$ cat src/rtl/aes_result_uart_tx.sv
// Serial exporter for a 128-bit AES result: latches the word on a capture pulse and sends it as UART 8N1 frames.
// Optional build macro AES_TX_HEX_ASCII_EN sends lowercase ASCII hex plus CR/LF (34 frames) instead of 16 raw bytes.
module aes_result_uart_tx #(
    parameter int CLK_HZ = 100000000,
    parameter int BAUD   = 115200
) (
    input  logic         clk,
    input  logic         rst_n,
    input  logic         capture,
    input  logic [127:0] data_in,
    output logic         busy,
    output logic         done,
    output logic         tx,
    output logic [1:0]   o_dbg_state
);

    // CLKS_PER_BIT must be at least 2 for the baud counter to be meaningful.
    localparam int CLKS_PER_BIT = CLK_HZ / BAUD;
    localparam int BAUD_W       = (CLKS_PER_BIT > 1) ? $clog2(CLKS_PER_BIT) : 1;
    localparam logic [BAUD_W-1:0] BAUD_LAST = BAUD_W'(CLKS_PER_BIT - 1);

`ifdef AES_TX_HEX_ASCII_EN
    localparam int NUM_FRAMES = 34;
`else
    localparam int NUM_FRAMES = 16;
`endif
    localparam logic [5:0] LAST_FRAME = 6'(NUM_FRAMES - 1);

    typedef enum logic [1:0] {
        S_IDLE  = 2'd0,
        S_START = 2'd1,
        S_DATA  = 2'd2,
        S_STOP  = 2'd3
    } state_t;

    state_t              r_state,    w_state_nxt;
    logic [BAUD_W-1:0]   r_baud,     w_baud_nxt;
    logic [5:0]          r_byte_idx, w_byte_idx_nxt;
    logic [2:0]          r_bit_idx,  w_bit_idx_nxt;
    logic [127:0]        r_hold,     w_hold_nxt;
    logic [7:0]          r_shift,    w_shift_nxt;
    logic                r_tx,       w_tx_nxt;
    logic                r_busy,     w_busy_nxt;
    logic                r_done,     w_done_nxt;
    logic                w_baud_last;
    logic [7:0]          w_frame_byte;

    assign w_baud_last = (r_baud == BAUD_LAST);

`ifdef AES_TX_HEX_ASCII_EN
    logic [7:0] w_src_byte;
    logic [3:0] w_nibble;

    // Frame 2k is the high nibble of byte k, frame 2k+1 the low nibble; frames 32/33 are CR/LF.
    always_comb begin
        w_src_byte = '0;
        for (int k = 0; k < 16; k++) begin
            if (r_byte_idx[5:1] == 5'(k)) begin
                w_src_byte = r_hold[127-8*k -: 8];
            end
        end
        w_nibble = r_byte_idx[0] ? w_src_byte[3:0] : w_src_byte[7:4];
        if (r_byte_idx == 6'd32) begin
            w_frame_byte = 8'h0d;
        end else if (r_byte_idx == 6'd33) begin
            w_frame_byte = 8'h0a;
        end else if (w_nibble < 4'd10) begin
            w_frame_byte = {4'h3, w_nibble};
        end else begin
            w_frame_byte = 8'h57 + {4'h0, w_nibble};
        end
    end
`else
    always_comb begin
        w_frame_byte = '0;
        for (int k = 0; k < 16; k++) begin
            if (r_byte_idx == 6'(k)) begin
                w_frame_byte = r_hold[127-8*k -: 8];
            end
        end
    end
`endif

    always_ff @(posedge clk or negedge rst_n) begin
        if (!rst_n) begin
            r_state    <= S_IDLE;
            r_baud     <= '0;
            r_byte_idx <= '0;
            r_bit_idx  <= '0;
            r_hold     <= '0;
            r_shift    <= '0;
            r_tx       <= 1'b1;
            r_busy     <= 1'b0;
            r_done     <= 1'b0;
        end else begin
            r_state    <= w_state_nxt;
            r_baud     <= w_baud_nxt;
            r_byte_idx <= w_byte_idx_nxt;
            r_bit_idx  <= w_bit_idx_nxt;
            r_hold     <= w_hold_nxt;
            r_shift    <= w_shift_nxt;
            r_tx       <= w_tx_nxt;
            r_busy     <= w_busy_nxt;
            r_done     <= w_done_nxt;
        end
    end

    // Outputs are computed one cycle ahead so tx/busy/done come straight from flops.
    always_comb begin
        w_state_nxt    = r_state;
        w_baud_nxt     = w_baud_last ? '0 : r_baud + BAUD_W'(1);
        w_byte_idx_nxt = r_byte_idx;
        w_bit_idx_nxt  = r_bit_idx;
        w_hold_nxt     = r_hold;
        w_shift_nxt    = r_shift;
        w_tx_nxt       = r_tx;
        w_busy_nxt     = r_busy;
        w_done_nxt     = 1'b0;

        case (r_state)
            S_IDLE: begin
                w_baud_nxt = '0;
                w_tx_nxt   = 1'b1;
                if (capture && !r_busy) begin
                    w_hold_nxt     = data_in;
                    w_byte_idx_nxt = '0;
                    w_bit_idx_nxt  = '0;
                    w_state_nxt    = S_START;
                    w_tx_nxt       = 1'b0;
                    w_busy_nxt     = 1'b1;
                end
            end
            S_START: begin
                if (w_baud_last) begin
                    // The shift register holds the bits still to go; bit 0 goes straight to the line.
                    w_tx_nxt    = w_frame_byte[0];
                    w_shift_nxt = w_frame_byte >> 1;
                    w_state_nxt = S_DATA;
                end
            end
            S_DATA: begin
                if (w_baud_last) begin
                    if (r_bit_idx == 3'd7) begin
                        w_tx_nxt    = 1'b1;
                        w_state_nxt = S_STOP;
                    end else begin
                        w_bit_idx_nxt = r_bit_idx + 3'd1;
                        w_tx_nxt      = r_shift[0];
                        w_shift_nxt   = r_shift >> 1;
                    end
                end
            end
            S_STOP: begin
                if (w_baud_last) begin
                    if (r_byte_idx < LAST_FRAME) begin
                        w_byte_idx_nxt = r_byte_idx + 6'd1;
                        w_bit_idx_nxt  = '0;
                        w_tx_nxt       = 1'b0;
                        w_state_nxt    = S_START;
                    end else begin
                        w_state_nxt = S_IDLE;
                        w_done_nxt  = 1'b1;
                        w_busy_nxt  = 1'b0;
                    end
                end
            end
            default: begin
                w_state_nxt = S_IDLE;
            end
        endcase
    end

    assign tx          = r_tx;
    assign busy        = r_busy;
    assign done        = r_done;
    assign o_dbg_state = r_state;

endmodule
$ cat config.mk
export PLATFORM = sky130hd
export DESIGN_NAME = aes_result_uart_tx
export DESIGN_NICKNAME = d
export VERILOG_FILES = /design/src/rtl/aes_result_uart_tx.sv
export SDC_FILE = /design/constraint.sdc
export NUM_CORES = 1
export LEC_CHECK = 0
export CORE_MARGIN = 1
export CORE_UTILIZATION = 64
export CTS_CLUSTER_SIZE = 25
export DETAILED_ROUTE_END_ITERATION = 12
export DONT_BUFFER_PORTS = 1
export PLACE_DENSITY = 0.85
export REMOVE_ABC_BUFFERS = 1
export SYNTH_ARGS = -nofsm -noshare
export SYNTH_HDL_FRONTEND = slang
export SYNTH_SLANG_ARGS = --single-unit
$ cat constraint.sdc
create_clock -name clk -period 4 [get_ports clk]
set_input_delay 0.4 -clock clk [delete_from_list [all_inputs] [get_ports clk]]
set_output_delay 0.4 -clock clk [all_outputs]
set_load 0.005 [all_outputs]
Word-level counts from Yosys, hierarchy flattened --
Cells that the tools add are included. W data, S select, Z words.
Storage, ports and cells: register bits after elaboration 160, bits of input ports 131
Operators by class: add/subtract/negate cells 3, order comparisons 1, equality and inequality tests 28, muxes and demuxes 53, reduce and logical (&&, ||, !) cells 14
Operators with widths (count):
- $mux W8 | 19
- $eq A6 B4 Y1 const B | 8
- $eq A6 B3 Y1 const B | 4
- $mux W10 | 2
- $mux W6 | 3
- $ne A2 B2 Y1 const B | 8
- $pmux W8 S2 | 1
- $reduce_and A4 Y1 | 4
- $mux W3 | 5
- $mux W1 | 13
- $eq A6 B2 Y1 const B | 2
- $pmux W6 S2 | 1
- $add A10 B1 Y10 const B | 1
- $eq A10 B10 Y1 const B | 1
- $mux W2 | 5
- $pmux W3 S3 | 1
- $pmux W2 S4 | 1
- $add A6 B1 Y6 const B | 1
- $eq A6 B1 Y1 const B | 1
- $logic_not A6 Y1 | 1
- $lt A6 B4 Y1 const B | 1
- $reduce_and A6 Y1 | 1
- $reduce_and A5 Y1 | 1
- $eq A2 B2 Y1 const B | 2
- 11 further kinds | 12

Logic depth before layout (Yosys ltp) --
Gate-level depths: netlist (run 1).
depth in word-level cells 19, depth in mapped cells 11

Least setup slack after synthesis (run 1) --
Ideal clock, no wire load.
path kind register to register, start register r_byte_idx[0], end register r_shift[4], setup time 64 ps, data arrival time 2265 ps, data required time 3936 ps, slack 1670 ps, stages on the path, launching flop included 11, clock period less this slack 2330 ps, path through dfrtp_1 inv_1 ha_1 buf_2 or3b_1 buf_2 nor2_2 a2111oi_0 or4_1 a311oi_1 a21o_1
Between the ends: cells in the longest elaborated chain, start to end 19
RTL lines:
- start: declaration | RTL line 38 | logic [5:0] r_byte_idx, w_byte_idx_nxt;
- start signal: assignment | RTL line 98 | r_byte_idx <= w_byte_idx_nxt;
- $logic_not A6 Y1 | RTL line 77 | if (r_byte_idx == 6'(k)) begin
- $mux W8 (15 in a row) | RTL line 77
- $mux W8 (*) | RTL line 77
- $mux W8 (*) | RTL line 134 | if (w_baud_last) begin
- $pmux W8 S2 (*) | RTL line 120 | case (r_state)
- end signal: assignment | RTL line 101 | r_shift <= w_shift_nxt;
- end: declaration | RTL line 41 | logic [7:0] r_shift, w_shift_nxt;
Mark *: on every way between the ends. The rest lies on a longest branch, timed or not. The select of a mux whose other input is x is not followed. A chain may end at the register's enable or synchronous reset.

Worst setup path in the final report (run 1) --
Ends and elaborated chain as after synthesis.

==> impl_metrics.yaml, run 1 <==
critical_path:
  startpoint_type: "flip-flop"
  crit_fanout: 13
  end_kind: "flip-flop"
  cp_slowest_cell: "a2111oi_2"
  crit_type: "flip-flop to flip-flop"
  slowest_delay_ns: 0.63
  arrival_ns: 3.51
  crit_start: "r_byte_idx[0]"
  r2r_start: "r_byte_idx[0]"
  cp_data_required_time_ns: 4.33
  cp_cell_sequence: "inv_1 > ha_1 > inv_1 > a2111oi_2 > a221oi_1 > o32ai_1 > a311oi_1 > a21o_1"
  cpMostUsedCell: "inv_1"
synth:
  synth_seq_cells: 159
  synth_async_sr_flop_share: 1.000
  synth_seq_area_share: 0.4992
  synth_cell_types: 68
  netlist_instances: 710
  synth_ff_type: "dfrtp_1"
  avgSynthCellArea_um2: 11.23
  synth_edf_count: 0
  synth_warnings: 0
  syn-cell-area_um2: 7973
sta:
  finalClockSkew_ns: 0.007619
  setup_viol: 0
  hold_viol: 159
  holdWs_ns: -0.3384
  tightest_slew_ns: 0.8997
  fmax_ghz: 0.3138
  rsz0062_at_grt: "no"
  finalCritPeriodShare: 0.7966
  period_needed_ns: 3.187
  drv_slew: 0
  slew_headroom: 0.4002
  finalWorstSetupSlack_ns: 0.8135
cts:
  clock_latency_ns: 0.43
  cts_resized: 0
  clkSinkCount: 159
  clk_pin_slew_ns: 0.06
  cts_made_buffers: 17
  cts_tree: "done"
  htree_levels: 4
  cts_setup_buffers: 0
  cts_buffer_depth: 2
  cts_root_buf: "clkbuf_16"
power:
  powerDensity_nw_per_um2: 382.7
  p_switching_w: 0.0006445
  swShare: 0.1935
  power_w: 0.003330
  internal_power_w: 0.002686
  p_clk_frac: 0.516
  combPwrFrac: 0.001
  max-vdd-ir-drop_v: 0.0003557
  p_seq_frac: 0.483
  leakagePower_nw: 4.230
layout:
  multiInputGateArea_um2: 3766
  nFillCells: 846
  finish.instance_area_um2: 8702
  layout_commonest_cell: "dfrtp_1"
  final_layout_size_suffix_gt1_frac: 0.2546
  utilization: 0.7215
  finalNetCount: 841
  mostFrequentLayoutCells: "dfrtp_1 (158), mux2_2 (130), nor2_1 (44)"
  syn2layout_area_growth_pct: 9.149
  insertedDiodeCount: 0
  register_area_um2: 3980
placement:
  dp_hpwl_um: 14700
  postPlaceCellArea_um2: 8080
  portBuffers: 0
  gp_congestion: 0.9642
  pre_cts_slack_ns: 1.015
floorplan:
  die_area_um2: 12910
  io_pins: 136
  rows: 40
  start_util: 0.6610
  die_height_um: 113.6
  core_um2: 12060
  die_w_um: 113.6
drt:
  firstDrtPassIters: 5
  detail_route.drc_violations: 0
  wire_per_inst_um: 23.53
  num_vias: 5943
  postRouteAntennaNets: 0
  via_per_inst: 6.761
  wl_um: 20680
  drt_iter0_drc: 667
global_routing:
  track_usage: 0.3391
  gr-usage-met3: 0.09299
  overflow: 0
  grt_pass1_wl_um: 32580
  use_met1: 0.4437
  grt_pass1_vias: 5980
  grt_max_degree: 160
  busiest_layer: "met2"
  antenna_found_initial: 0
  met2_usage: 0.5394
hold_path:
  hold_path_class: "input port to asynchronous set/reset pin"
run_status:
  failed_checks: "hold timing"
  status: "finished, violations left"
flow_run:
  maxCapViolations: 0
[final cells by class]
type                    count  share of cell area
clock buffers              22             0.05334
well taps                 168             0.02416
repair buffers              8            0.006902
flip-flops and latches    159              0.4574
multi-input cells         496              0.4328
clock inverters             9             0.01812
inverters                  17            0.007333
[through the flow]
step,instances,TNS [ns]
floorplan,672,-133.06
global placement,848,0
detailed placement,848,0
CTS,879,0
global route,879,0
finish,879,0
[power by group through the flow]
stage	Clock, W	Sequential (W)	Combinational, W
after CTS	0.00173	0.00161	0.00000207
after detailed placement	0	0.00164	0.00000205
after floorplan	0	0.00164	0.00000200
after global routing	0.00179	0.00161	0.00000224
final	0.00172	0.00161	0.00000214
after global placement	0	0.00164	0.00000208
[synth_stat cells, types with 7 or more instances]
master / count / share of area
dfrtp_1: 158 / 0.50
a22oi_1: 7 / 0.0066
nand3_1: 18 / 0.011
nor2b_1: 11 / 0.0086
nand2b_1: 8 / 0.0063
clkbuf_1: 24 / 0.011
o21ai_1: 7 / 0.0044
a32o_1: 7 / 0.0088
a21o_1: 9 / 0.0085
nor3_1: 22 / 0.014
inv_1: 17 / 0.0080
nor2_1: 44 / 0.021
mux2_2: 130 / 0.18
ha_1: 11 / 0.017
o21ai_0: 33 / 0.021
nand2_1: 41 / 0.019
and3_1: 12 / 0.0094
a31oi_1: 8 / 0.0063
buf_2: 10 / 0.0063
a21oi_1: 20 / 0.013
[cell families (layout without fill, tap and decap cells)]
kind of cell / count (synthesis) / count (layout) / synth area share
AOI/OAI and AO/OA: 145 / 145 / 0.1271
xor gates and xnor gates: 8 / 8 / 0.008788
adders and majority gates: 11 / 11 / 0.01726
buffers and inverters: 55 / 56 / 0.02841
DFF: 159 / 159 / 0.4992
muxes: 132 / 132 / 0.1861
and+or+nand+nor: 200 / 200 / 0.1331
[state kept, by name, indices dropped and copies added, names as in the netlist]
register,count
busy,1
done,1
r_hold,128
r_shift,7
r_bit_idx,3
r_byte_idx,6
o_dbg_state,2
tx,1
r_baud,10
[metal layers]
layer	share of wire	up-vias
li1	-	2598
met1	0.41	2959
met2	0.48	332
met3	0.085	54
met4	0.030	0
met5	0	-
[critical path: cells and delay by family (launching register included)]
| kind | cells | cell delay, ns |
|---|---|---|
| flip-flops | 1 | 0.42 |
| adder cells (fa/ha/maj) | 1 | 0.53 |
| AO/OA/AOI/OAI | 5 | 1.61 |
| buffers and inverters | 2 | 0.52 |
[path summary, 6_finish.rpt]
check / to / slack (ns) / cells past startpoint
setup / recovery: r_shift[4] / 0.81 / 8
hold / removal: r_baud[8] / -0.34 / 0
setup reg to reg: r_shift[4] / 0.81 / 8
hold reg to reg: r_baud[0] / 0.46 / 1
max in group asynchronous: tx / 4.15 / 0
min in group clk: r_hold[59] / 0.11 / 1
No activity file was read; power rests on OpenSTA's default activity.
==> run 2: changes to the inputs <==
--- a/config.mk
+++ b/config.mk
@@ -6,11 +6,11 @@
 export NUM_CORES = 1
 export LEC_CHECK = 0
 export CORE_MARGIN = 1
-export CORE_UTILIZATION = 64
+export CORE_UTILIZATION = 58
 export CTS_CLUSTER_SIZE = 25
 export DETAILED_ROUTE_END_ITERATION = 12
 export DONT_BUFFER_PORTS = 1
-export PLACE_DENSITY = 0.85
+export PLACE_DENSITY = 0.81
 export REMOVE_ABC_BUFFERS = 1
 export SYNTH_ARGS = -nofsm -noshare
 export SYNTH_HDL_FRONTEND = slang
==> constraint.sdc (replaced) <==
create_clock -name clk -period 2.6 [get_ports clk]
set_input_delay 0.26 -clock clk [delete_from_list [all_inputs] [get_ports clk]]
set_output_delay 0.26 -clock clk [all_outputs]
set_load 0.005 [all_outputs]
==> run 2 against run 1 <==
  * The flow still finishes with violations (hold timing)
  * Power grew 57%
  * Register-to-register slack lost 0.75 ns
  * Die area increased by 10%
  * Non-clock buffer count grew 159
  * First-iteration DRC count increased by 25%
  * Via count grew 12%
  * Clock-buffer cell count decreased by 3
  * Critical path depth up 1
  * Sequential power grew 53%
  * Setup slack lost 0.75 ns
  * Hold slack got worse by 0.15 ns
  * Critical path type unchanged
  * Highest routed layer unchanged
==> impl_metrics.yaml, run 2 (synthesis results as in run 1) <==
run_status:
  status: "finished, violations left"
  failed_checks: "hold timing"
placement:
  dp_hpwl_um: 15870
  gp_congestion: 0.9382
  portBuffers: 0
  pre_cts_slack_ns: 0.04066
drt:
  detail_route.drc_violations: 0
  top_layer: "met4"
  wire_per_inst_um: 23.87
  postRouteAntennaNets: 0
  wl_um: 24970
  num_vias: 6683
  drt_iter0_drc: 834
  met3_length_um: 1974
  wl_met1_um: 9342
  dr_wl_met2_um: 12690
  firstDrtPassIters: 6
  via_per_inst: 6.389
layout:
  syn2layout_area_growth_pct: 29.41
  largest_reg_flops: 128
  insertedDiodeCount: 0
  final_layout_size_suffix_gt1_frac: 0.2609
  top_regs: "r_hold (128), r_baud (10), r_shift (7)"
  mostFrequentLayoutCells: "dfrtp_1 (156), mux2_2 (130), dlygate4sd3_1 (129)"
  nFillCells: 835
  largest-register: "r_hold"
  layout_commonest_cell: "dfrtp_1"
  finalNetCount: 1000
sta:
  slew_headroom: 0.6017
  fin_tns_setup_ns: 0
  hold_viol: 159
  rsz0062_at_grt: "yes"
  holdWs_ns: -0.4915
  finalWorstSetupSlack_ns: 0.06400
  tightest_slew_ns: 0.5949
  finalCritPeriodShare: 0.9754
  fmax_ghz: 0.3943
  drv_slew: 0
  setup_viol: 0
  finalClockSkew_ns: 0.01040
  period_needed_ns: 2.536
power:
  leakagePower_nw: 4.934
  powerDensity_nw_per_um2: 507.4
  power_w: 0.005235
  max-vdd-ir-drop_v: 0.0005152
cts:
  clk_pin_slew_ns: 0.07
  cts_buffer_depth: 2
  cts_tree: "done"
  cts_root_buf: "clkbuf_16"
  hold_buffers: 129
  clkSinkCount: 159
  clock_latency_ns: 0.44
  cts_made_buffers: 17
  htree_levels: 4
critical_path:
  end_kind: "flip-flop"
  arrival_ns: 2.89
  r2r_cells: 9
  r2r_start: "r_byte_idx[1]"
  crit_start: "r_byte_idx[1]"
  cp_slowest_cell: "or4_1"
  cp_data_required_time_ns: 2.96
  cp_cell_sequence: "inv_1 > ha_2 > nor3b_2 > buf_4 > a32oi_1 > a311oi_1 > or4_1 > a211oi_2 > o31ai_1"
  worstReg2RegEnd: "tx"
  crit_type: "flip-flop to flip-flop"
  slowest_delay_ns: 0.60
  crit_fanout: 15
  startpoint_type: "flip-flop"
  ff2ff_setup_slack_ns: 0.06
  endpoint: "tx"
global_routing:
  antenna_found_initial: 0
  grt_pass1_wl_um: 39050
  track_usage: 0.3682
  grt_pass1_vias: 7232
  grt_max_degree: 160
  overflow: 0
floorplan:
  core_um2: 13350
  die_height_um: 119.2
  die_area_um2: 14220
  start_util: 0.5973
  rows: 42
  die_w_um: 119.2
  io_pins: 136
hold_path:
  hold_path_class: "input port to asynchronous set/reset pin"
flow_run:
  maxCapViolations: 0
==> run 2: metrics by stage <==
step                      utilization  cell area (um^2)  instances  hold slack (ns)
after floorplan                     -              7810        672         -0.03559
after global placement         0.6249              8341        886         -0.03217
after detailed placement       0.6249              8341        886         -0.03212
after CTS                      0.7674             10240       1046          -0.4931
after global routing           0.7730             10320       1046          -0.5100
final                          0.7730             10320       1046          -0.4915
==> run 2: worst min-delay path by stage <==
stage                      from          to
final                     rst_n   r_baud[5]
after floorplan           rst_n        busy
after detailed placement  rst_n   r_baud[7]
after global placement    rst_n   r_baud[8]
after CTS                 rst_n  r_shift[6]
after global routing      rst_n   r_baud[9]
==> run 2: final cells by class <==
class / instances / area (um^2) / share of cell area
tap: 176 / 220.2 / 0.02134
clock inverter: 12 / 158.9 / 0.01540
clock buffer: 19 / 452.9 / 0.04390
timing repair buffer: 167 / 1605 / 0.1556
multi-input combinational: 496 / 3834 / 0.3716
inverter: 17 / 63.81 / 0.006185
sequential: 159 / 3983 / 0.3860
==> run 2: where the power goes <==
group	leakage, nW	internal [W]	switching, W
clock network	0.296	0.00156	0.00103
registers	2.19	0.00247	0
logic	2.45	0.000131	0.0000350
total	4.93	0.00417	0.00107
==> run 2: routing by layer <==
metal / up-vias / track usage
li1: 2917 / -
met4: 0 / 0.1685
met5: - / 0
met3: 80 / 0.09962
met1: 3309 / 0.4299
met2: 377 / 0.6305
==> run 2: worst max-delay path, delay by kind of cell, from the launching register on <==
family,cells,cell delay [ns]
simple gates,2,0.75
flops,1,0.44
buf+inv,2,0.33
compound gates,4,0.71
fa+ha+maj,1,0.22
==> run 2: timing repair <==
| action | in CTS | in global routing |
|---|---|---|
| setup buffers | 0 | 0 |
| hold endpoints to repair | 288 | 159 |
| endpoints found under the setup margin | 0 | 7 |
| gates resized for setup | 0 | 22 |
